===== src/rtl/cnu_row_merge_if.sv =====
// Row-merge bus: beat stream in (group minima) and compressed row result out.
interface cnu_row_merge_if #(
  parameter int data_w = 9,
  parameter int grp_w  = 3
);
  localparam int pos_w = grp_w + 2;

  // valid/ready: a transfer happens on a rising edge where both are high;
  // the source holds its payload stable while valid is high and ready is low.
  logic                  in_valid;
  logic                  in_ready;
  logic [2*data_w-1:0]   in_min;
  logic [2:0]            in_idx;
  logic [2:0]            in_sgn;
  logic                  in_last;
  logic                  out_valid;
  logic                  out_ready;
  logic [data_w-1:0]     out_min1;
  logic [data_w-1:0]     out_min2;
  logic [pos_w-1:0]      out_pos;
  logic                  out_sgn;
  logic                  out_err;

  modport master (
    output in_valid, in_min, in_idx, in_sgn, in_last, out_ready,
    input  in_ready, out_valid, out_min1, out_min2, out_pos, out_sgn, out_err
  );

  modport slave (
    input  in_valid, in_min, in_idx, in_sgn, in_last, out_ready,
    output in_ready, out_valid, out_min1, out_min2, out_pos, out_sgn, out_err
  );
endinterface


===== src/rtl/cnu_row_merge.sv =====
// Check-node row merge: folds per-group (min1, min2, idx, signs) beats into one
// compressed row result (min1, min2, position, sign parity, overflow flag).
module cnu_row_merge #(
  parameter int data_w  = 9,
  parameter int max_grp = 8,
  parameter int grp_w   = 3
) (
  input  logic                 clk,
  input  logic                 rst_n,
  cnu_row_merge_if.slave       bus,
  output logic                 dbg_state
);
  localparam int pos_w = grp_w + 2;
  localparam int cnt_w = grp_w + 1;

  typedef enum logic {EMPTY = 1'b0, ACC = 1'b1} state_t;

  state_t            state_q, state_d;
  logic [data_w-1:0] acc_min1, acc_min2;
  logic [pos_w-1:0]  acc_pos;
  logic              acc_sgn;
  logic [cnt_w-1:0]  beat_cnt;

  logic [data_w-1:0] in_s1, in_s2, nxt_min1, nxt_min2;
  logic [pos_w-1:0]  nxt_pos, cnt_ext;
  logic              nxt_sgn, replace, fire, complete;
  logic [cnt_w-1:0]  nxt_cnt;
  logic [1:0]        local_idx;

  assign in_s1     = bus.in_min[2*data_w-1:data_w];
  assign in_s2     = bus.in_min[data_w-1:0];
  assign cnt_ext   = pos_w'(beat_cnt);
  assign bus.in_ready = !bus.out_valid || bus.out_ready;
  assign fire      = bus.in_valid && bus.in_ready;
  assign dbg_state = (state_q == ACC);

  always_comb begin
    local_idx = 2'd0;
    if (bus.in_idx[0])      local_idx = 2'd0;
    else if (bus.in_idx[1]) local_idx = 2'd1;
    else if (bus.in_idx[2]) local_idx = 2'd2;
  end

  // Both pairs arrive sorted, so the second-smallest of the four reduces to one compare.
  always_comb begin
    replace  = 1'b0;
    nxt_min1 = in_s1;
    nxt_min2 = in_s2;
    nxt_pos  = pos_w'(local_idx);
    nxt_sgn  = ^bus.in_sgn;
    nxt_cnt  = cnt_w'(1);
    if (state_q == ACC) begin
      replace = (in_s1 < acc_min1);
      nxt_sgn = acc_sgn ^ (^bus.in_sgn);
      nxt_cnt = beat_cnt + 1'b1;
      if (replace) begin
        nxt_min1 = in_s1;
        nxt_min2 = (acc_min1 <= in_s2) ? acc_min1 : in_s2;
        nxt_pos  = (cnt_ext << 1) + cnt_ext + pos_w'(local_idx);
      end else begin
        nxt_min1 = acc_min1;
        nxt_min2 = (acc_min2 <= in_s1) ? acc_min2 : in_s1;
        nxt_pos  = acc_pos;
      end
    end
  end

  assign complete = fire && (bus.in_last || (nxt_cnt == cnt_w'(max_grp)));

  always_comb begin
    state_d = state_q;
    if (fire) state_d = complete ? EMPTY : ACC;
  end

  always_ff @(posedge clk) begin
    if (!rst_n) state_q <= EMPTY;
    else        state_q <= state_d;
  end

  always_ff @(posedge clk) begin
    if (!rst_n) begin
      acc_min1      <= '0;
      acc_min2      <= '0;
      acc_pos       <= '0;
      acc_sgn       <= 1'b0;
      beat_cnt      <= '0;
      bus.out_valid <= 1'b0;
      bus.out_min1  <= '0;
      bus.out_min2  <= '0;
      bus.out_pos   <= '0;
      bus.out_sgn   <= 1'b0;
      bus.out_err   <= 1'b0;
    end else begin
      if (fire) begin
        acc_min1 <= nxt_min1;
        acc_min2 <= nxt_min2;
        acc_pos  <= nxt_pos;
        acc_sgn  <= nxt_sgn;
        beat_cnt <= complete ? '0 : nxt_cnt;
      end
      // A completing beat can only fire when the old result is gone or leaving now.
      if (complete) begin
        bus.out_valid <= 1'b1;
        bus.out_min1  <= nxt_min1;
        bus.out_min2  <= nxt_min2;
        bus.out_pos   <= nxt_pos;
        bus.out_sgn   <= nxt_sgn;
        bus.out_err   <= !bus.in_last;
      end else if (bus.out_ready) begin
        bus.out_valid <= 1'b0;
      end
    end
  end
endmodule


===== src/flat_wrapper.sv =====
// flat-port wrapper written by rule: the top's interface ports become plain ports
module cnu_row_merge_flat 
#(
  parameter int data_w  = 9,
  parameter int max_grp = 8,
  parameter int grp_w   = 3
)
  (clk, rst_n, dbg_state, bus_in_valid, bus_in_min, bus_in_idx, bus_in_sgn, bus_in_last, bus_out_ready, bus_in_ready, bus_out_valid, bus_out_min1, bus_out_min2, bus_out_pos, bus_out_sgn, bus_out_err);
  cnu_row_merge_if #(.data_w(data_w), .grp_w(grp_w)) bus_i ();
  input  logic clk;
  input  logic rst_n;
  output logic dbg_state;
  input wire logic [$bits(bus_i.in_valid)-1:0] bus_in_valid;
  input wire logic [$bits(bus_i.in_min)-1:0] bus_in_min;
  input wire logic [$bits(bus_i.in_idx)-1:0] bus_in_idx;
  input wire logic [$bits(bus_i.in_sgn)-1:0] bus_in_sgn;
  input wire logic [$bits(bus_i.in_last)-1:0] bus_in_last;
  input wire logic [$bits(bus_i.out_ready)-1:0] bus_out_ready;
  output wire logic [$bits(bus_i.in_ready)-1:0] bus_in_ready;
  output wire logic [$bits(bus_i.out_valid)-1:0] bus_out_valid;
  output wire logic [$bits(bus_i.out_min1)-1:0] bus_out_min1;
  output wire logic [$bits(bus_i.out_min2)-1:0] bus_out_min2;
  output wire logic [$bits(bus_i.out_pos)-1:0] bus_out_pos;
  output wire logic [$bits(bus_i.out_sgn)-1:0] bus_out_sgn;
  output wire logic [$bits(bus_i.out_err)-1:0] bus_out_err;
  assign bus_i.in_valid = bus_in_valid;
  assign bus_i.in_min = bus_in_min;
  assign bus_i.in_idx = bus_in_idx;
  assign bus_i.in_sgn = bus_in_sgn;
  assign bus_i.in_last = bus_in_last;
  assign bus_i.out_ready = bus_out_ready;
  assign bus_in_ready = bus_i.in_ready;
  assign bus_out_valid = bus_i.out_valid;
  assign bus_out_min1 = bus_i.out_min1;
  assign bus_out_min2 = bus_i.out_min2;
  assign bus_out_pos = bus_i.out_pos;
  assign bus_out_sgn = bus_i.out_sgn;
  assign bus_out_err = bus_i.out_err;
  cnu_row_merge #(.data_w(data_w), .max_grp(max_grp), .grp_w(grp_w)) u_core (.clk(clk), .rst_n(rst_n), .bus(bus_i), .dbg_state(dbg_state));
endmodule

===== config.mk =====
export PLATFORM = sky130hd
export DESIGN_NAME = cnu_row_merge_flat
export DESIGN_NICKNAME = d
export VERILOG_FILES = /design/src/rtl/cnu_row_merge_if.sv /design/src/rtl/cnu_row_merge.sv /design/src/flat_wrapper.sv
export SDC_FILE = /design/constraint.sdc
export NUM_CORES = 1
export LEC_CHECK = 0
export ABC_AREA = 0
export CAP_MARGIN = 30
export CORE_MARGIN = 2
export CORE_UTILIZATION = 45
export CTS_BUF_LIST = sky130_fd_sc_hd__clkbuf_2 sky130_fd_sc_hd__clkbuf_4 sky130_fd_sc_hd__clkbuf_8
export DETAILED_ROUTE_END_ITERATION = 7
export GPL_TIMING_DRIVEN = 0
export PLACE_DENSITY = 0.69
export SETUP_SLACK_MARGIN = 0.4
export SLEW_MARGIN = 20
export SYNTH_ARGS = -nofsm -noshare
export SYNTH_HDL_FRONTEND = slang
export SYNTH_SLANG_ARGS = --single-unit
export TNS_END_PERCENT = 1

===== constraint.sdc =====
create_clock -name clk -period 3.35 [get_ports clk]
set_clock_uncertainty 0.1 [all_clocks]
set_input_delay 0.67 -clock clk [delete_from_list [all_inputs] [get_ports clk]]
set_output_delay 0.67 -clock clk [all_outputs]
set_load 0.02 [all_outputs]

# ---- Yosys cells after proc, flatten, opt, wreduce, memory -nomap -nowiden
# Cells that the tools add are included.
dict set report word_totals {
  ff_bits 55
  wordCells 45
  output_inout_bits 28
}
dict set report classes {
  n_eq_ne 1
  bitwise 1
  mux 17
  n_reduce_logical 8
  n_lt_le_gt_ge 3
  addsub 3
}
# operator n
set ops {}
lappend ops {{$mux W9} 6}
lappend ops {{$le A9 B9 Y1} 2}
lappend ops {{$mux W5} 2}
lappend ops {{$lt A9 B9 Y1} 1}
lappend ops {{$mux W4} 2}
lappend ops {{$mux W2} 3}
lappend ops {{$add A5 B2 Y5} 1}
lappend ops {{$add A5 B4 Y5} 1}
lappend ops {{$add A4 B1 Y4 const B} 1}
lappend ops {{$eq A4 B4 Y1 const B} 1}
lappend ops {{$mux W1} 4}
lappend ops {{$reduce_xor A3 Y1} 1}
lappend ops {{$logic_and A1 B1 Y1} 2}
lappend ops {{$logic_not A1 Y1} 2}
lappend ops {{$logic_or A1 B1 Y1} 2}
lappend ops {{$reduce_bool A2 Y1} 1}
lappend ops {{$xor A1 B1 Y1} 1}

# ---- Logic depth before layout (Yosys ltp)
dict set report logic_depth {
  ltp_word 6
  mapped_depth 11
  ltp_nobuf 10
}

# ---- Worst setup path before layout
# No wires, ideal clock.
dict set report synth_timing {
  path_type {input port to flip-flop}
  from {input port bus_in_idx[1]}
  to {register u_core.bus.out_pos[3]}
  path_slack_ns 0.418
  stages 10
  n_path_buf 0
  required_ns 3.118
  arrival_time_ns 2.699
  cell_sequence {or3b_2 > fa_1 > inv_1 > ha_1 > inv_1 > fa_1 > xnor2_1 > mux2_2 > nand3_1 > a21oi_1}
}
dict set report synth_via {
  elab_chain_len 5
}
# item line_no
set synth_lines {}
lappend synth_lines {{from (decl)} flat_wrapper.sv:15} ;# input wire logic [$bits(bus_i.in_idx)-1:0] bus_in_idx;
lappend synth_lines {{$mux W2} cnu_row_merge.sv:40} ;# else if (bus.in_idx[1]) local_idx = 2'd1;
lappend synth_lines {{$mux W2} cnu_row_merge.sv:39} ;# if (bus.in_idx[0]) local_idx = 2'd0;
lappend synth_lines {{$add A5 B2 Y5} cnu_row_merge.sv:59} ;# nxt_pos = (cnt_ext << 1) + cnt_ext + pos_w'(local_idx);
lappend synth_lines {{$mux W5} cnu_row_merge.sv:56} ;# if (replace) begin
lappend synth_lines {{$mux W5} cnu_row_merge.sv:52} ;# if (state_q == ACC) begin
lappend synth_lines {{to (signal assigned)} cnu_row_merge.sv:106} ;# bus.out_pos <= nxt_pos;
lappend synth_lines {{to (decl)} cnu_row_merge_if.sv:31} ;# output in_ready, out_valid, out_min1, out_min2, out_pos, out_sgn, out_err
# Every way passes these cells.
# A chain may end at the register's enable or synchronous reset.

# ---- Final worst setup path
dict set report layout_timing {
  from {input port bus_in_idx[0]}
  to {register u_core.bus.out_pos[3]}
}
dict set report layout_via {
  elab_chain_len 4
}
# item line_no
set layout_lines {}
lappend layout_lines {{$mux W2} cnu_row_merge.sv:39}
lappend layout_lines {{$add A5 B2 Y5} cnu_row_merge.sv:59}
lappend layout_lines {{$mux W5} cnu_row_merge.sv:56}
lappend layout_lines {{$mux W5} cnu_row_merge.sv:52}
# Every way passes these cells.

==> impl_metrics.json <==
{
  "worst_setup_path_end_kind": "flop",
  "cts_made_buffers": 5,
  "rows": 31,
  "gp_congestion": 0.935,
  "fp.dieW_um": 90.9,
  "finalCritPeriodShare_pct": 85.9,
  "synth_most_common_cell": "nand2_1",
  "cts.clk_slew.worst_paths_ns": 0.10,
  "core_area_mm2": 0.00729,
  "r2r_setup_slack_ns": 0.87,
  "worstReg2RegEnd": "u_core.acc_min2[8]",
  "yosysSeqAreaShare_pct": 32.4,
  "fin_ws_ns": 0.471,
  "powerDensity_mw_per_mm2": 349,
  "clock_sinks": 55,
  "grt_pass1_wl_mm": 14.7,
  "postCtsHoldBufs": 0,
  "ctsHtreeMaxLevel": 2,
  "synth_cells": 412,
  "grt_setup_unrepaired": "true",
  "drt_first_iter_violations": 153,
  "syn_to_final_growth_pct": 28.0,
  "preCtsSetupSlack_ns": -0.159,
  "yosysUniqueCellTypes": 53,
  "synth_top_area_share_pct": 32.4,
  "async_reset_ff_share_pct": 0,
  "seqPwrFrac_pct": 47.7,
  "final_nets": 543,
  "slew_violations": 0,
  "synth_edf_count": 0,
  "final_layout_size_suffix_gt1_share_pct": 11.7,
  "p_comb_share_pct": 26.8,
  "start_kind": "primary input",
  "drc": 0,
  "max_slew_margin_pct": 60.0,
  "cp-startpoint": "bus_in_idx[0]",
  "grt_max_degree": 18,
  "synth_area_leaders": "dfxtp_1 (32%), ha_1 (12%), nand2_1 (7.2%), inv_1 (4.1%), o31ai_1 (4.0%)",
  "tritoncts": "done",
  "p_leak_nw": 1.83,
  "vias": 3223,
  "initial_core_util_pct": 46.6,
  "vdd_drop_max_v": 0.000203,
  "fin_tns_setup_ns": 0,
  "synthesis.area_mm2": 0.00340,
  "clock_power_share_pct": 25.5,
  "swShare_pct": 33.1,
  "worstPathArrival_ns": 2.98,
  "syn_nets": 476,
  "r2r-start": "u_core.acc_min1[2]",
  "required_ns": 3.45,
  "synth-main-ff-cell": "dfxtp_1",
  "path_class": "primary input to flop",
  "synth_common_cells": "nand2_1 (65), dfxtp_1 (55), inv_1 (37), ha_1 (33), nor2_1 (27)",
  "cp_max_fo": 2,
  "fmax_mhz": 347,
  "num_antenna_cells": 0,
  "ioPinCount": 57,
  "hpwl_mm": 6.79,
  "fp.dieH_um": 90.9,
  "p_int_mw": 1.02,
  "status": "finished clean",
  "clk_latency_ns": 0.32,
  "ant_nets": 0,
  "clk_path_buf_depth": 2,
  "switchingPower_uw": 503,
  "hold_viol": 0,
  "grt_pass1_vias": 2993,
  "hold_class": "flop to flop",
  "dieArea_mm2": 0.00826,
  "yosysWarnings": 0,
  "synth-seq-cells": 55,
  "avgSynthCellArea_um2": 8.25,
  "drt-total-wl_mm": 9.18,
  "firstDrtPassIters": 4,
  "min_period_ns": 2.88,
  "grt.total_usage_pct": 22.3,
  "tightestPinTransition_ns": 0.600,
  "wl_per_cell_um": 15.9,
  "antenna_found_initial": 0,
  "fin_util_pct": 59.7,
  "max_cap_viol_count": 0,
  "min_path_cells": 2,
  "r2r_cells": 10,
  "hold_start": "u_core.acc_pos[0]",
  "grt_overflow_total": 0,
  "hold_path_end": "u_core.acc_pos[0]",
  "root_buffer": "clkbuf_8",
  "setup_viol": 0,
  "io_buffers": 56,
  "yosysTopAreaCell": "dfxtp_1",
  "viasPerCell": 5.57
}
[critical path, cell delays in order]
cell and delay (ns):
dlygate4sd2_1 0.24, or3b_4 0.40, fa_1 0.46, inv_1 0.07, ha_2 0.17, inv_2 0.04, fa_2 0.37, xnor2_1 0.13
mux2_4 0.28, nand3_2 0.09, a21oi_2 0.06
[stage by stage]
step / hold slack [ns] / power (mW) / cell area (um2) / instances
floorplan: 0.333 / 0.968 / 3400 / 412
global placement: 0.341 / 1.11 / 4080 / 567
detailed placement: 0.347 / 1.12 / 4080 / 567
CTS: 0.366 / 1.50 / 4210 / 575
global route: 0.379 / 1.59 / 4350 / 579
finish: 0.362 / 1.52 / 4350 / 579
[layout by cell type (no fill, tap or decap), types with 4 or more instances in the layout]
| cell | synthesis | layout |
|---|---|---|
| buf_2 | 8 | 7 |
| o31ai_1 | 18 | 18 |
| dlymetal6s2s_1 | 0 | 8 |
| clkbuf_1 | 8 | 8 |
| xnor2_1 | 6 | 6 |
| nor2b_1 | 4 | 4 |
| dfxtp_1 | 55 | 55 |
| and2_1 | 4 | 4 |
| clkbuf_8 | 0 | 5 |
| inv_1 | 37 | 36 |
| o21ai_0 | 6 | 4 |
| nand2_1 | 65 | 65 |
| o22ai_1 | 9 | 6 |
| a311oi_1 | 9 | 9 |
| clkdlybuf4s50_1 | 0 | 45 |
| a21oi_1 | 26 | 25 |
| mux2i_1 | 13 | 13 |
| nand3_1 | 23 | 21 |
| nor2_1 | 27 | 27 |
| ha_1 | 33 | 32 |
| a211o_1 | 4 | 4 |
| buf_4 | 0 | 4 |
| a221oi_2 | 0 | 7 |
[layout make-up]
| cell class | count | area (um2) |
|---|---|---|
| sequential | 55 | 1100 |
| tap | 99 | 124 |
| inverter | 38 | 143 |
| fill | 714 | 2940 |
| timing repair buffer | 60 | 607 |
| clock inverter | 3 | 18.8 |
| buffer | 20 | 110 |
| clock buffer | 5 | 68.8 |
| multi-input combinational | 299 | 2180 |
[how the worst max path moves through the flow]
stage	depth (start not counted)	slack (ns)	to
4_1_cts	10	0.36	u_core.bus.out_min2[6]
5_1_grt	10	0.31	u_core.acc_min2[3]
3_3_place_gp	11	-0.10	u_core.bus.out_pos[3]
2_1_floorplan	10	0.42	u_core.bus.out_pos[3]
3_5_place_dp	11	-0.16	u_core.bus.out_pos[3]
6_report	11	0.47	u_core.bus.out_pos[3]
[routing by layer]
layer	routed length (um)	vias up	share of wire [%]	global-route usage (%)
li1	-	1586	-	-
met1	3960	1527	43	28.1
met2	4470	98	49	38.3
met3	623	12	6.8	4.09
met4	135	0	1.5	7.20
met5	0	-	0	0
[cells by family (layout without fill, tap and decap cells)]
| family | Yosys count | count (layout) | synth area share [%] |
|---|---|---|---|
| AND/OR/NAND/NOR | 144 | 144 | 19.6 |
| AO/OA/AOI/OAI | 99 | 99 | 21.4 |
| buffers and inverters | 58 | 126 | 7.36 |
| flip-flops | 55 | 55 | 32.4 |
| adder cells (fa/ha/maj) | 35 | 35 | 13.3 |
| multiplexers | 14 | 14 | 4.16 |
| XOR/XNOR | 7 | 7 | 1.80 |
[power by group through the flow]
stage               clock, mW  sequential, mW  combinational, mW
CTS                     0.391           0.723              0.385
global placement            0           0.737              0.372
global route            0.418           0.730              0.447
detailed placement          0           0.737              0.379
floorplan                   0           0.752              0.216
finish                  0.388           0.725              0.408
[what timing repair did]
action	CTS	global route
pin swaps	6	2
endpoints found under the setup margin	17	29
hold endpoints to repair	0	0
setup buffers	0	4
resized for setup	15	22
[registers in the layout, indices dropped and copies added (netlist names), 4 cells and up]
signal	cells
u_core.acc_min1	9
u_core.acc_min2	9
u_core.acc_pos	5
u_core.beat_cnt	4
u_core.bus.out_min1	9
u_core.bus.out_min2	9
u_core.bus.out_pos	5
Note: power is estimated with default switching activity, not from simulation.
